--- src/rtl/branch_sequencer_pkg.sv ---
// Shared pipeline defines for the branch sequencer: default sizing, wait
// lengths and the sequencer state encoding.
package branch_sequencer_pkg;

  // Default statistics counter width.
  localparam int CNT_W_DEF    = 16;
  // Stall lengths loaded when the branch operand producer is in EX or MEM.
  localparam int EX_WAIT_DEF  = 2;
  localparam int MEM_WAIT_DEF = 1;

  // Sequencer states.
  typedef enum logic [1:0] {
    ST_IDLE     = 2'd0,
    ST_STALL    = 2'd1,
    ST_EVAL     = 2'd2,
    ST_REDIRECT = 2'd3
  } state_t;

  // Larger of two integers, used to size the wait counter.
  function automatic int max_int(input int a, input int b);
    return (a > b) ? a : b;
  endfunction

endpackage

--- src/rtl/branch_sequencer_sat.sv ---
// Saturating statistics counter: clears synchronously (clear wins over
// increment), holds at all-ones instead of wrapping.
module sat_counter #(
  parameter int W = 16
) (
  input  logic         clk,
  input  logic         rst_n,
  input  logic         inc,
  input  logic         clr,
  output logic [W-1:0] value
);

  // Count up on inc until all-ones; clr zeroes the count on the next edge.
  always_ff @(posedge clk or negedge rst_n) begin
    if (!rst_n) begin
      value <= '0;
    end else if (clr) begin
      value <= '0;
    end else if (inc && (value != {W{1'b1}})) begin
      value <= value + W'(1);
    end
  end

endmodule

--- src/rtl/branch_sequencer.sv ---
// Branch sequencer for the ID stage: stalls on operand hazards, resolves the
// branch, redirects the PC and squashes the wrong-path fetch, and keeps
// saturating statistics on branches, taken branches and stall cycles.
module branch_sequencer
  import branch_sequencer_pkg::*;
#(
  parameter int CNT_W    = CNT_W_DEF,
  parameter int EX_WAIT  = EX_WAIT_DEF,
  parameter int MEM_WAIT = MEM_WAIT_DEF
) (
  input  logic             clk,
  input  logic             rst_n,
  input  logic             br_valid,
  input  logic             br_uncond,
  input  logic             haz_ex,
  input  logic             haz_mem,
  input  logic             cond_true,
  input  logic             clear_stats,
  output logic             stall,
  output logic             pc_sel,
  output logic             flush_if,
  output logic             br_done,
  output logic [CNT_W-1:0] br_cnt,
  output logic [CNT_W-1:0] taken_cnt,
  output logic [CNT_W-1:0] stall_cnt
);

  // Wide enough to hold the longer of the two wait lengths.
  localparam int WAIT_W = $clog2(max_int(EX_WAIT, MEM_WAIT) + 2);
  localparam logic [WAIT_W-1:0] EX_LOAD  = WAIT_W'(EX_WAIT);
  localparam logic [WAIT_W-1:0] MEM_LOAD = WAIT_W'(MEM_WAIT);

  state_t            state;
  state_t            state_nxt;
  logic [WAIT_W-1:0] wait_cnt;
  logic [WAIT_W-1:0] wait_nxt;

  logic stall_c;
  logic pc_sel_c;
  logic flush_c;
  logic done_c;
  logic taken_c;
  logic resolve_c;

  // State and wait counter; reset returns to IDLE with no wait pending.
  always_ff @(posedge clk or negedge rst_n) begin
    if (!rst_n) begin
      state    <= ST_IDLE;
      wait_cnt <= '0;
    end else begin
      state    <= state_nxt;
      wait_cnt <= wait_nxt;
    end
  end

  // Next-state and per-cycle control decode.
  always_comb begin
    state_nxt = state;
    wait_nxt  = wait_cnt;
    stall_c   = 1'b0;
    pc_sel_c  = 1'b0;
    flush_c   = 1'b0;
    done_c    = 1'b0;
    taken_c   = 1'b0;
    resolve_c = 1'b0;

    case (state)
      ST_IDLE: begin
        if (br_valid) begin
          // Unconditional branches have no operand, so hazards are ignored.
          if (!br_uncond && (haz_ex || haz_mem)) begin
            stall_c   = 1'b1;
            // EX is the longer wait, so it wins when both hazards are flagged.
            wait_nxt  = haz_ex ? EX_LOAD : MEM_LOAD;
            state_nxt = ST_STALL;
          end else begin
            resolve_c = 1'b1;
          end
        end
      end

      ST_STALL: begin
        stall_c  = 1'b1;
        wait_nxt = (wait_cnt != '0) ? (wait_cnt - WAIT_W'(1)) : '0;
        // Last stall cycle when the count has run down to one.
        if (wait_cnt <= WAIT_W'(1)) begin
          state_nxt = ST_EVAL;
        end
      end

      ST_EVAL: begin
        // The producer has written back; the condition is now trustworthy
        // whatever the hazard inputs say.
        resolve_c = 1'b1;
      end

      ST_REDIRECT: begin
        // The instruction fetched behind a taken branch is wrong-path.
        flush_c   = 1'b1;
        state_nxt = ST_IDLE;
      end

      default: begin
        state_nxt = ST_IDLE;
      end
    endcase

    if (resolve_c) begin
      done_c    = 1'b1;
      taken_c   = br_uncond | cond_true;
      pc_sel_c  = taken_c;
      flush_c   = taken_c;
      state_nxt = taken_c ? ST_REDIRECT : ST_IDLE;
    end
  end

  // Outputs are held low for the whole of reset, not just from the next edge.
  assign stall    = stall_c  & rst_n;
  assign pc_sel   = pc_sel_c & rst_n;
  assign flush_if = flush_c  & rst_n;
  assign br_done  = done_c   & rst_n;

  sat_counter #(.W(CNT_W)) u_br_cnt (
    .clk   (clk),
    .rst_n (rst_n),
    .inc   (br_done),
    .clr   (clear_stats),
    .value (br_cnt)
  );

  sat_counter #(.W(CNT_W)) u_taken_cnt (
    .clk   (clk),
    .rst_n (rst_n),
    .inc   (br_done & pc_sel),
    .clr   (clear_stats),
    .value (taken_cnt)
  );

  sat_counter #(.W(CNT_W)) u_stall_cnt (
    .clk   (clk),
    .rst_n (rst_n),
    .inc   (stall),
    .clr   (clear_stats),
    .value (stall_cnt)
  );

endmodule

--- config.mk ---
export PLATFORM = sky130hd
export DESIGN_NAME = branch_sequencer
export DESIGN_NICKNAME = d
export VERILOG_FILES = /design/src/rtl/branch_sequencer_pkg.sv /design/src/rtl/branch_sequencer_sat.sv /design/src/rtl/branch_sequencer.sv
export SDC_FILE = /design/constraint.sdc
export NUM_CORES = 1
export LEC_CHECK = 0
export ABC_CLOCK_PERIOD_IN_PS = 2600
export CAP_MARGIN = 20
export CELL_PAD_IN_SITES_DETAIL_PLACEMENT = 1
export CELL_PAD_IN_SITES_GLOBAL_PLACEMENT = 1
export CORE_MARGIN = 8
export CORE_UTILIZATION = 39
export CTS_CLUSTER_DIAMETER = 30
export DETAILED_ROUTE_END_ITERATION = 12
export PLACE_DENSITY = 0.89
export SYNTH_ARGS = -nofsm -noshare
export SYNTH_HDL_FRONTEND = slang
export SYNTH_SLANG_ARGS = --single-unit
--- constraint.sdc ---
create_clock -name clk -period 2.6 [get_ports clk]
set_clock_uncertainty 0.05 [all_clocks]
set_input_delay 0.39 -clock clk [delete_from_list [all_inputs] [get_ports clk]]
set_output_delay 0.39 -clock clk [all_outputs]
set_load 0.02 [all_outputs]
# Word level (Yosys, flattened, before mapping)
# Cells that the tools add are included.
[word_totals]
out_inout_bits = 52
elab_cells = 69
reg_bits = 52
[op_classes]
magnitude_cmp = 1
n_eq_ne = 11
n_reduce_logical = 15
mux = 27
bitwise_logic = 6
add_sub_neg = 4
[op_table]
columns = ["operator", "count"]
rows = [
  ["two-way mux 16 bit", 6],
  ["adder 16 x 1 -> 16 bit, second input constant", 3],
  ["!= test 16 bit, second input constant", 3],
  ["two-way mux 2 bit", 9],
  ["nonzero test 2 bit", 5],
  ["!= test 3 bit, second input constant", 3],
  ["two-way mux 1 bit", 8],
  ["one-hot mux 2 bit (3 select lines)", 1],
  ["AND 1 bit", 5],
  ["== test 2 bit, second input constant", 2],
  ["logical AND 1 bit", 4],
  ["!= test 2 bit, second input constant", 2],
  ["one-hot mux 1 bit (2 select lines)", 2],
  ["one-hot mux 2 bit (2 select lines)", 1],
  ["AND reduction 4 bit", 1],
  ["nonzero test 4 bit", 1],
  ["AND reduction 3 bit", 1],
  ["== test 2 x 1 -> 1 bit, second input constant", 1],
  ["<= comparator 2 x 1 -> 1 bit, second input constant", 1],
  ["logical NOT 2 bit", 1],
  ["subtractor 2 x 1 -> 2 bit, second input constant", 1],
  ["logical NOT 1 bit", 1],
  ["logical OR 1 bit", 1],
  ["OR 1 bit", 1],
]

# Longest topological paths before layout
# Gate-level depths: netlist of the first run.
[logic_depth]
word_depth = 11
depth_mapped = 7
ltp_nobuf = 6

# Modules after synthesis
# Synthesis of the first run repeated with hierarchy kept, for this count alone.
[unflattened]
cells_unflattened = 331
hier_area_um2 = 3163.0
[modules_own_cells]
columns = ["mod", "seq_area_each_um2", "area_per_inst_um2", "instances", "cells_each"]
rows = [
  ["sat_counter", 400.4, 942.2, 3, 98],
  ["branch_sequencer", 100.1, 336.6, 1, 37],
]

# Worst setup path before layout of the first run
# OpenSTA, ideal clock, no wires.
[synth_timing]
path_type = "input to register"
start = "input haz_ex"
end = "register u_br_cnt.value[13]"
t_arrival_ns = 1.933
slack_ns = 0.490
required_time_ns = 2.422
path_stages = 7
n_path_buf = 1
setup_ns = 0.128
cell_sequence = "or2_4 -> a2111o_1 -> buf_6 -> inv_2 -> nand2_1 -> nor4_1 -> mux2_1"
[synth_between]
elab_chain_len = 9
[synth_lines]
columns = ["element", "line_no", "rtl"]
rows = [
  ["start, declared", "branch_sequencer.sv:15", "input logic haz_ex,"],
  ["logical OR 1 bit", "branch_sequencer.sv:71", "if (!br_uncond && (haz_ex || haz_mem)) begin"],
  ["logical AND 1 bit", "branch_sequencer.sv:71", ""],
  ["two-way mux 1 bit", "branch_sequencer.sv:71", ""],
  ["two-way mux 1 bit", "branch_sequencer.sv:69", "if (br_valid) begin"],
  ["one-hot mux 1 bit (2 select lines)", "branch_sequencer.sv:67", "case (state)"],
  ["two-way mux 1 bit", "branch_sequencer.sv:108", "if (resolve_c) begin"],
  ["AND 1 bit", "branch_sequencer.sv:121", "assign br_done = done_c & rst_n;"],
  ["net br_done", "branch_sequencer.sv:22", "output logic br_done,"],
  ["logical AND 1 bit", "branch_sequencer_sat.sv:19", "end else if (inc && (value != {W{1'b1}})) begin"],
  ["nonzero test 2 bit (no line)", "n/a", ""],
  ["end signal, assigned", "branch_sequencer_sat.sv:20", "value <= value + W'(1);"],
  ["end, declared", "branch_sequencer_sat.sv:10", "output logic [W-1:0] value"],
]
# The timed path passes the listed nets, and every way through them passes these cells.
# A chain may end at the register's enable or synchronous reset.

# Final worst setup path of the first run
[layout_timing]
start = "input rst_n"
end = "register u_taken_cnt.value[11]"
[layout_between]
elab_chain_len = 4
[layout_lines]
columns = ["element", "line_no", "rtl"]
rows = [
  ["start, declared", "branch_sequencer.sv:12", "input logic rst_n,"],
  ["AND 1 bit (on tied branches)", "branch_sequencer.sv:121, branch_sequencer.sv:119", ""],
  ["AND 1 bit *", "branch_sequencer.sv:134", ".inc (br_done & pc_sel),"],
  ["logical AND 1 bit *", "branch_sequencer_sat.sv:19", ""],
  ["nonzero test 2 bit (no line) *", "n/a", ""],
  ["end signal, assigned", "branch_sequencer_sat.sv:20", ""],
  ["end, declared", "branch_sequencer_sat.sv:10", ""],
]
# Mark *: on every way between the ends. The rest lies on a longest branch, timed or not.

==> results.py, run 1 <==
metrics = {
    "outcome": {
        "status": "complete, no violations",
    },
    "place": {
        "placed_area_sq_um": 3780,
        "placedCellCount": 480,
        "hpwl_um": 6268,
        "portBuffers": 59,
        "gp_congestion": 0.8435,
    },
    "yosys": {
        "ys_seq_area_share_pct": 42.90,
        "synthXorXnorAreaFrac_pct": 7.797,
        "synthSimpleGateAreaFrac_pct": 27.64,
        "netlist-cell-type-count": 55,
        "synth_nets": 328,
        "syn-instance-count": 317,
        "synth-warning-count": 0,
        "avgSynthCellArea_sq_um": 9.568,
        "synth_top_area_share_pct": 42.90,
        "netlist.top_cell.by_area": "dfrtp_1",
        "synth_seq_cells": 52,
        "syn_area_sq_um": 3033,
        "synthAdderAreaFrac_pct": 1.238,
        "synth_top_family_by_area": "simple AND/OR/NAND/NOR gates",
        "synth_ff_type": "dfrtp_1",
        "synth_edf_count": 0,
        "synthMuxAreaShare_pct": 2.393,
        "synthArstFlopShare_pct": 100.0,
        "synth_compound_area_share_pct": 13.86,
        "netlist_top_cells_area": "dfrtp_1, xnor2_1, nor2_1",
    },
    "detailed_routing": {
        "final_antenna_net_count": 0,
        "vias": 2729,
        "wl_um": 8520,
        "drt_iter0_drc": 93,
        "drc": 0,
        "routed_via_density": 5.592,
        "wl_per_cell_um": 17.46,
        "firstDrtPassIters": 4,
    },
    "sta": {
        "max-slew-margin-rel_pct": 50.94,
        "setup_viol": 0,
        "rsz0062_at_grt": "no",
        "slew_violations": 0,
        "hold_viol": 0,
        "worstMarginPinSlew_ns": 0.7292,
        "period_share_pct": 96.31,
        "clock.fmax_ghz": 0.3994,
        "final.min_clock_period_ns": 2.504,
    },
    "critical_path": {
        "rr_startpoint": "state[1]",
        "start_kind": "input pin",
        "arrival_ns": 2.66,
        "critical_path.endpoint_type": "register",
        "critical_path_class": "input pin to register",
        "crit_fanout": 17,
        "crit_path_start": "rst_n",
        "required_ns": 2.75,
    },
    "global_route": {
        "grtUsageTotal_pct": 16.14,
        "met2_usage_pct": 27.77,
        "grt_pass1_vias": 2984,
        "grt_max_degree": 49,
        "use_met1_pct": 19.62,
        "grt_overflow": 0,
        "busiest_layer": "met2",
        "antenna_found_initial": 0,
        "grtUsageMet3_pct": 3.098,
        "grt_pass1_wl_um": 14770,
    },
    "layout": {
        "area_growth_syn_to_layout_pct": 29.41,
        "drive_gt1_share_pct": 12.44,
        "post-route-util_pct": 51.33,
        "nets": 397,
        "seq_area_sq_um": 1301,
        "multi_input_area_sq_um": 1613,
        "final_cell_mix": "clkdlybuf4s50_1, dfrtp_1, nor2_1",
        "stdcell_area_sq_um": 3925,
        "diodes": 0,
        "final_cells": 488,
        "fillers": 879,
        "layout_commonest_cell": "clkdlybuf4s50_1",
    },
    "clock_tree": {
        "path_clk_slew_ns": 0.10,
        "cts_root_buffer": "clkbuf_8",
        "clock_latency_ns": 0.31,
        "htree_levels": 2,
        "cts_buffer_depth": 2,
        "numCtsBuffers": 5,
        "cts_setup_buffers": 0,
        "cts.sinks": 52,
        "cts_tree": "yes",
    },
    "power_and_ir_drop": {
        "cellLeakagePower_uw": 0.001495,
        "vdd_drop_max_mv": 0.2124,
        "p_per_area_nw_per_um2": 523.9,
    },
    "floorplan": {
        "core_sq_um": 7647,
        "dieHeight_um": 104.2,
        "die_x_um": 104.2,
        "start_util_pct": 39.66,
        "std_cell_rows": 32,
        "ioPinCount": 60,
        "die-area_sq_um": 10850,
    },
    "min_path": {
        "hp-class": "input pin to asynchronous set/reset pin",
    },
    "run": {
        "maxCapViolCount": 0,
    },
}
-- state kept, by name, indices dropped and copies added (netlist names) --
| name | count |
|---|---|
| state | 2 |
| u_br_cnt.value | 16 |
| u_stall_cnt.value | 16 |
| u_taken_cnt.value | 16 |
| wait_cnt | 2 |
-- repair_timing --
item | 4_1_cts | 5_1_grt
hold buffers | 1 | 0
endpoints found under the hold margin | 4 | 0
gates resized for setup | 2 | 5
endpoints found under the setup margin | 2 | 4
-- cells in the mapped netlist, drive strengths merged, types with 8 or more instances --
| cell | n |
|---|---|
| nor2 | 45 |
| nand2 | 15 |
| nand4 | 12 |
| and3 | 8 |
| a21oi | 17 |
| dfrtp | 52 |
| inv | 12 |
| nor4 | 13 |
| nand3 | 17 |
| xnor2 | 24 |
| clkbuf | 9 |
-- logic make-up (layout without fill, tap and decap cells) --
| logic type | after synthesis | in the layout |
|---|---|---|
| and+or+nand+nor | 149 | 149 |
| AOI/OAI and AO/OA | 53 | 53 |
| xor gates and xnor gates | 27 | 27 |
| DFF | 52 | 52 |
| adders and majority gates | 3 | 3 |
| muxes | 7 | 7 |
| buffers and inverters | 26 | 95 |
-- path summary, 6_finish.rpt --
kind | endpoint | slack, ns | cells after the start
min in group clk | state[1] | 0.48 | 1
min | state[1] | 0.42 | 2
max in group asynchronous | u_br_cnt.value[12] | 1.26 | 3
max reg2reg | u_taken_cnt.value[11] | 0.34 | 6
max | u_taken_cnt.value[11] | 0.1 | 8
min reg2reg | state[1] | 0.48 | 1
-- stage by stage --
step | power, uW | setup TNS, ns | setup WS [ns] | hold slack, ns
after detailed placement | 1419 | -0.5467 | -0.1198 | 0.1840
after floorplan | 1228 | 0 | 0.4899 | 0.04441
after CTS | 2077 | 0 | 0.0008655 | 0.4020
after global placement | 1394 | -0.1301 | -0.06496 | 0.1873
after global routing | 2161 | 0 | 0.02792 | 0.4081
final | 2056 | 0 | 0.09599 | 0.4166
-- routing by layer --
| metal | part of all wire [%] | routed length (um) |
|---|---|---|
| met4 | 1.9 | 159 |
| met3 | 3.1 | 265 |
| met2 | 50 | 4265 |
| met1 | 45 | 3830 |
| met5 | 0 | 0 |
-- final cells by class --
| cell class | instances | area share (%) |
|---|---|---|
| multi-input cells | 239 | 41.09 |
| flip-flops and latches | 52 | 33.15 |
| repair buffers | 76 | 18.07 |
| well taps | 102 | 3.252 |
| clock buffers | 5 | 1.753 |
| clock inverters | 2 | 1.530 |
| inverters | 12 | 1.148 |
-- where the power goes --
part | switching (uW) | internal (uW) | leakage, uW
sequential | 70.1 | 855 | 0.000718
combinational | 275 | 202 | 0.000713
clock | 275 | 379 | 0.0000642
total | 621 | 1440 | 0.00150
-- worst max-delay path, stage by stage --
cell and delay (ns):
dlygate4sd3_1 0.53, clkbuf_4 0.19, inv_1 0.10, a2111o_1 0.43, buf_4 0.25, nor3_2 0.23
and3_1 0.20, mux2_1 0.32
(Power assumes the default switching activity.)
==> run 2: changes to the inputs <==
--- a/config.mk
+++ b/config.mk
@@ -5,15 +5,15 @@
 export SDC_FILE = /design/constraint.sdc
 export NUM_CORES = 1
 export LEC_CHECK = 0
-export ABC_CLOCK_PERIOD_IN_PS = 2600
+export ABC_CLOCK_PERIOD_IN_PS = 3250
 export CAP_MARGIN = 20
 export CELL_PAD_IN_SITES_DETAIL_PLACEMENT = 1
 export CELL_PAD_IN_SITES_GLOBAL_PLACEMENT = 1
 export CORE_MARGIN = 8
-export CORE_UTILIZATION = 39
+export CORE_UTILIZATION = 43
 export CTS_CLUSTER_DIAMETER = 30
 export DETAILED_ROUTE_END_ITERATION = 12
-export PLACE_DENSITY = 0.89
+export PLACE_DENSITY = 0.95
 export SYNTH_ARGS = -nofsm -noshare
 export SYNTH_HDL_FRONTEND = slang
 export SYNTH_SLANG_ARGS = --single-unit
==> constraint.sdc (replaced) <==
create_clock -name clk -period 3.25 [get_ports clk]
set_clock_uncertainty 0.05 [all_clocks]
set_input_delay 0.4875 -clock clk [delete_from_list [all_inputs] [get_ports clk]]
set_output_delay 0.4875 -clock clk [all_outputs]
set_load 0.02 [all_outputs]
==> run 2 against run 1 <==
Non-clock buffer count fell by 11; largest cell class unchanged; clock-buffer cell count rose by 2; first-iteration DRC count rose by 5.4%; clock power fell by 42%; register-to-register slack improved by 0.56 ns; sequential power fell by 20%; critical endpoint is now br_done; via count fell by 2.8%.
==> results.py, run 2 (synthesis gave the netlist of run 1 again) <==
metrics = {
    "clock_tree": {
        "ctsHoldBuffers": 0,
        "cts_buffer_depth": 2,
        "numCtsBuffers": 5,
        "clock_latency_ns": 0.31,
        "post_cts_resized": 0,
        "htree_levels": 2,
        "cts_setup_buffers": 0,
        "cts_tree": "yes",
        "cts.sinks": 52,
        "path_clk_slew_ns": 0.10,
        "cts_root_buffer": "clkbuf_8",
    },
    "run": {
        "maxCapViolCount": 0,
    },
    "detailed_routing": {
        "final_antenna_net_count": 0,
        "wl_per_cell_um": 18.22,
        "drc": 0,
        "firstDrtPassIters": 4,
        "vias": 2652,
        "routed_via_density": 5.619,
        "wl_um": 8602,
        "drt_iter0_drc": 98,
    },
    "min_path": {
        "hp-class": "input pin to asynchronous set/reset pin",
    },
    "floorplan": {
        "start_util_pct": 44.64,
        "die-area_sq_um": 9997,
        "std_cell_rows": 30,
        "core_sq_um": 6794,
        "dieHeight_um": 99.99,
        "ioPinCount": 60,
        "die_x_um": 99.99,
    },
    "sta": {
        "rsz0062_at_grt": "no",
        "slew_violations": 0,
        "clock.fmax_ghz": 0.3410,
        "final.min_clock_period_ns": 2.933,
        "max-slew-margin-rel_pct": 43.72,
        "period_share_pct": 90.24,
        "final.setup.worst_slack_ns": 0.3173,
        "worstMarginPinSlew_ns": 0.8366,
        "setup_viol": 0,
        "hold_ws_ns": 0.1051,
        "hold_viol": 0,
        "final.setup.tns_ns": 0,
    },
    "power_and_ir_drop": {
        "p_per_area_nw_per_um2": 390.2,
        "vdd_drop_max_mv": 0.1861,
        "cellLeakagePower_uw": 0.001398,
    },
    "global_route": {
        "grt_max_degree": 39,
        "grt_overflow": 0,
        "antenna_found_initial": 0,
        "grtUsageTotal_pct": 17.89,
        "grt_pass1_vias": 2866,
        "grt_pass1_wl_um": 14560,
    },
    "layout": {
        "area_growth_syn_to_layout_pct": 24.71,
        "layout_commonest_cell": "clkdlybuf4s50_1",
        "drive_gt1_share_pct": 9.574,
        "diodes": 0,
        "fillers": 796,
        "final_cell_mix": "clkdlybuf4s50_1, dfrtp_1, nor2_1",
        "post-route-util_pct": 55.67,
        "nets": 386,
        "reg_top3": "u_br_cnt.value x16, u_stall_cnt.value x16, u_taken_cnt.value x16",
    },
    "critical_path": {
        "required_ns": 2.71,
        "slowest_delay_ns": 0.60,
        "crit_path_frequent_cell": "clkdlybuf4s50_1",
        "critical-path-top-delay-family": "buffers and inverters",
        "arrival_ns": 2.40,
        "cp.buffers_inverters": 3,
        "critPathSlowestCell": "clkdlybuf4s50_1",
        "critical_path_class": "input pin to output port",
        "start_kind": "input pin",
        "crit_fanout": 4,
        "path_cells": "clkdlybuf4s50_1 -> or2_4 -> a2111o_1 -> inv_2 -> clkdlybuf4s50_1",
        "critical_path.endpoint_type": "output port",
    },
    "place": {
        "post-place-ws_ns": 0.2847,
        "hpwl_um": 6472,
        "gp_congestion": 0.8204,
        "portBuffers": 59,
    },
    "outcome": {
        "status": "complete, no violations",
    },
}
run 2: final timing paths:
kind,startpoint,to,slack [ns],cells after the start
worst max-delay path,haz_ex,br_done,0.32,5
worst min-delay path,rst_n,u_stall_cnt.value[14],0.11,2
worst max register to register,state[1],u_taken_cnt.value[11],0.90,6
worst min register to register,wait_cnt[1],state[1],0.50,1
max in group asynchronous,rst_n,u_br_cnt.value[9],2.67,2
min in group clk,wait_cnt[1],state[1],0.50,1
run 2: layer usage:
layer / track usage (%) / up-vias / share of wire (%) / wire, um
met1: 21.83 / 1323 / 44 / 3805
met3: 2.837 / 13 / 3.5 / 298
met5: 0 / - / 0 / 0
li1: - / 1261 / - / -
met4: 7.326 / 0 / 2.1 / 182
met2: 30.58 / 55 / 50 / 4315
run 2: worst register-to-register path, stage by stage, from the launching register on:
cell	delay, ns
dfrtp_1	0.50
nor2_2	0.11
a2111o_1	0.49
buf_4	0.25
nor3_2	0.32
and3_1	0.21
mux2_1	0.31
run 2: through the flow:
stage	cell area, sq um	total power [uW]	std cells
6_report	3782	1476	472
5_1_grt	3782	1551	472
4_1_cts	3782	1490	472
3_5_place_dp	3697	1112	464
3_3_place_gp	3697	1091	464
2_1_floorplan	3033	982.1	317
run 2: power by group:
group | internal [uW] | switching (uW)
Sequential | 684 | 54.5
Clock | 155 | 224
Combinational | 143 | 216
Total | 982 | 495
run 2: area by class of cell:
| class | instances | area [sq um] | area share, % |
|---|---|---|---|
| clock buffers | 7 | 76.32 | 2.018 |
| multi-input cells | 239 | 1605 | 42.44 |
| well taps | 96 | 120.1 | 3.176 |
| flip-flops and latches | 52 | 1301 | 34.40 |
| repair buffers | 65 | 625.6 | 16.54 |
| clock inverters | 1 | 8.758 | 0.2316 |
| inverters | 12 | 45.04 | 1.191 |
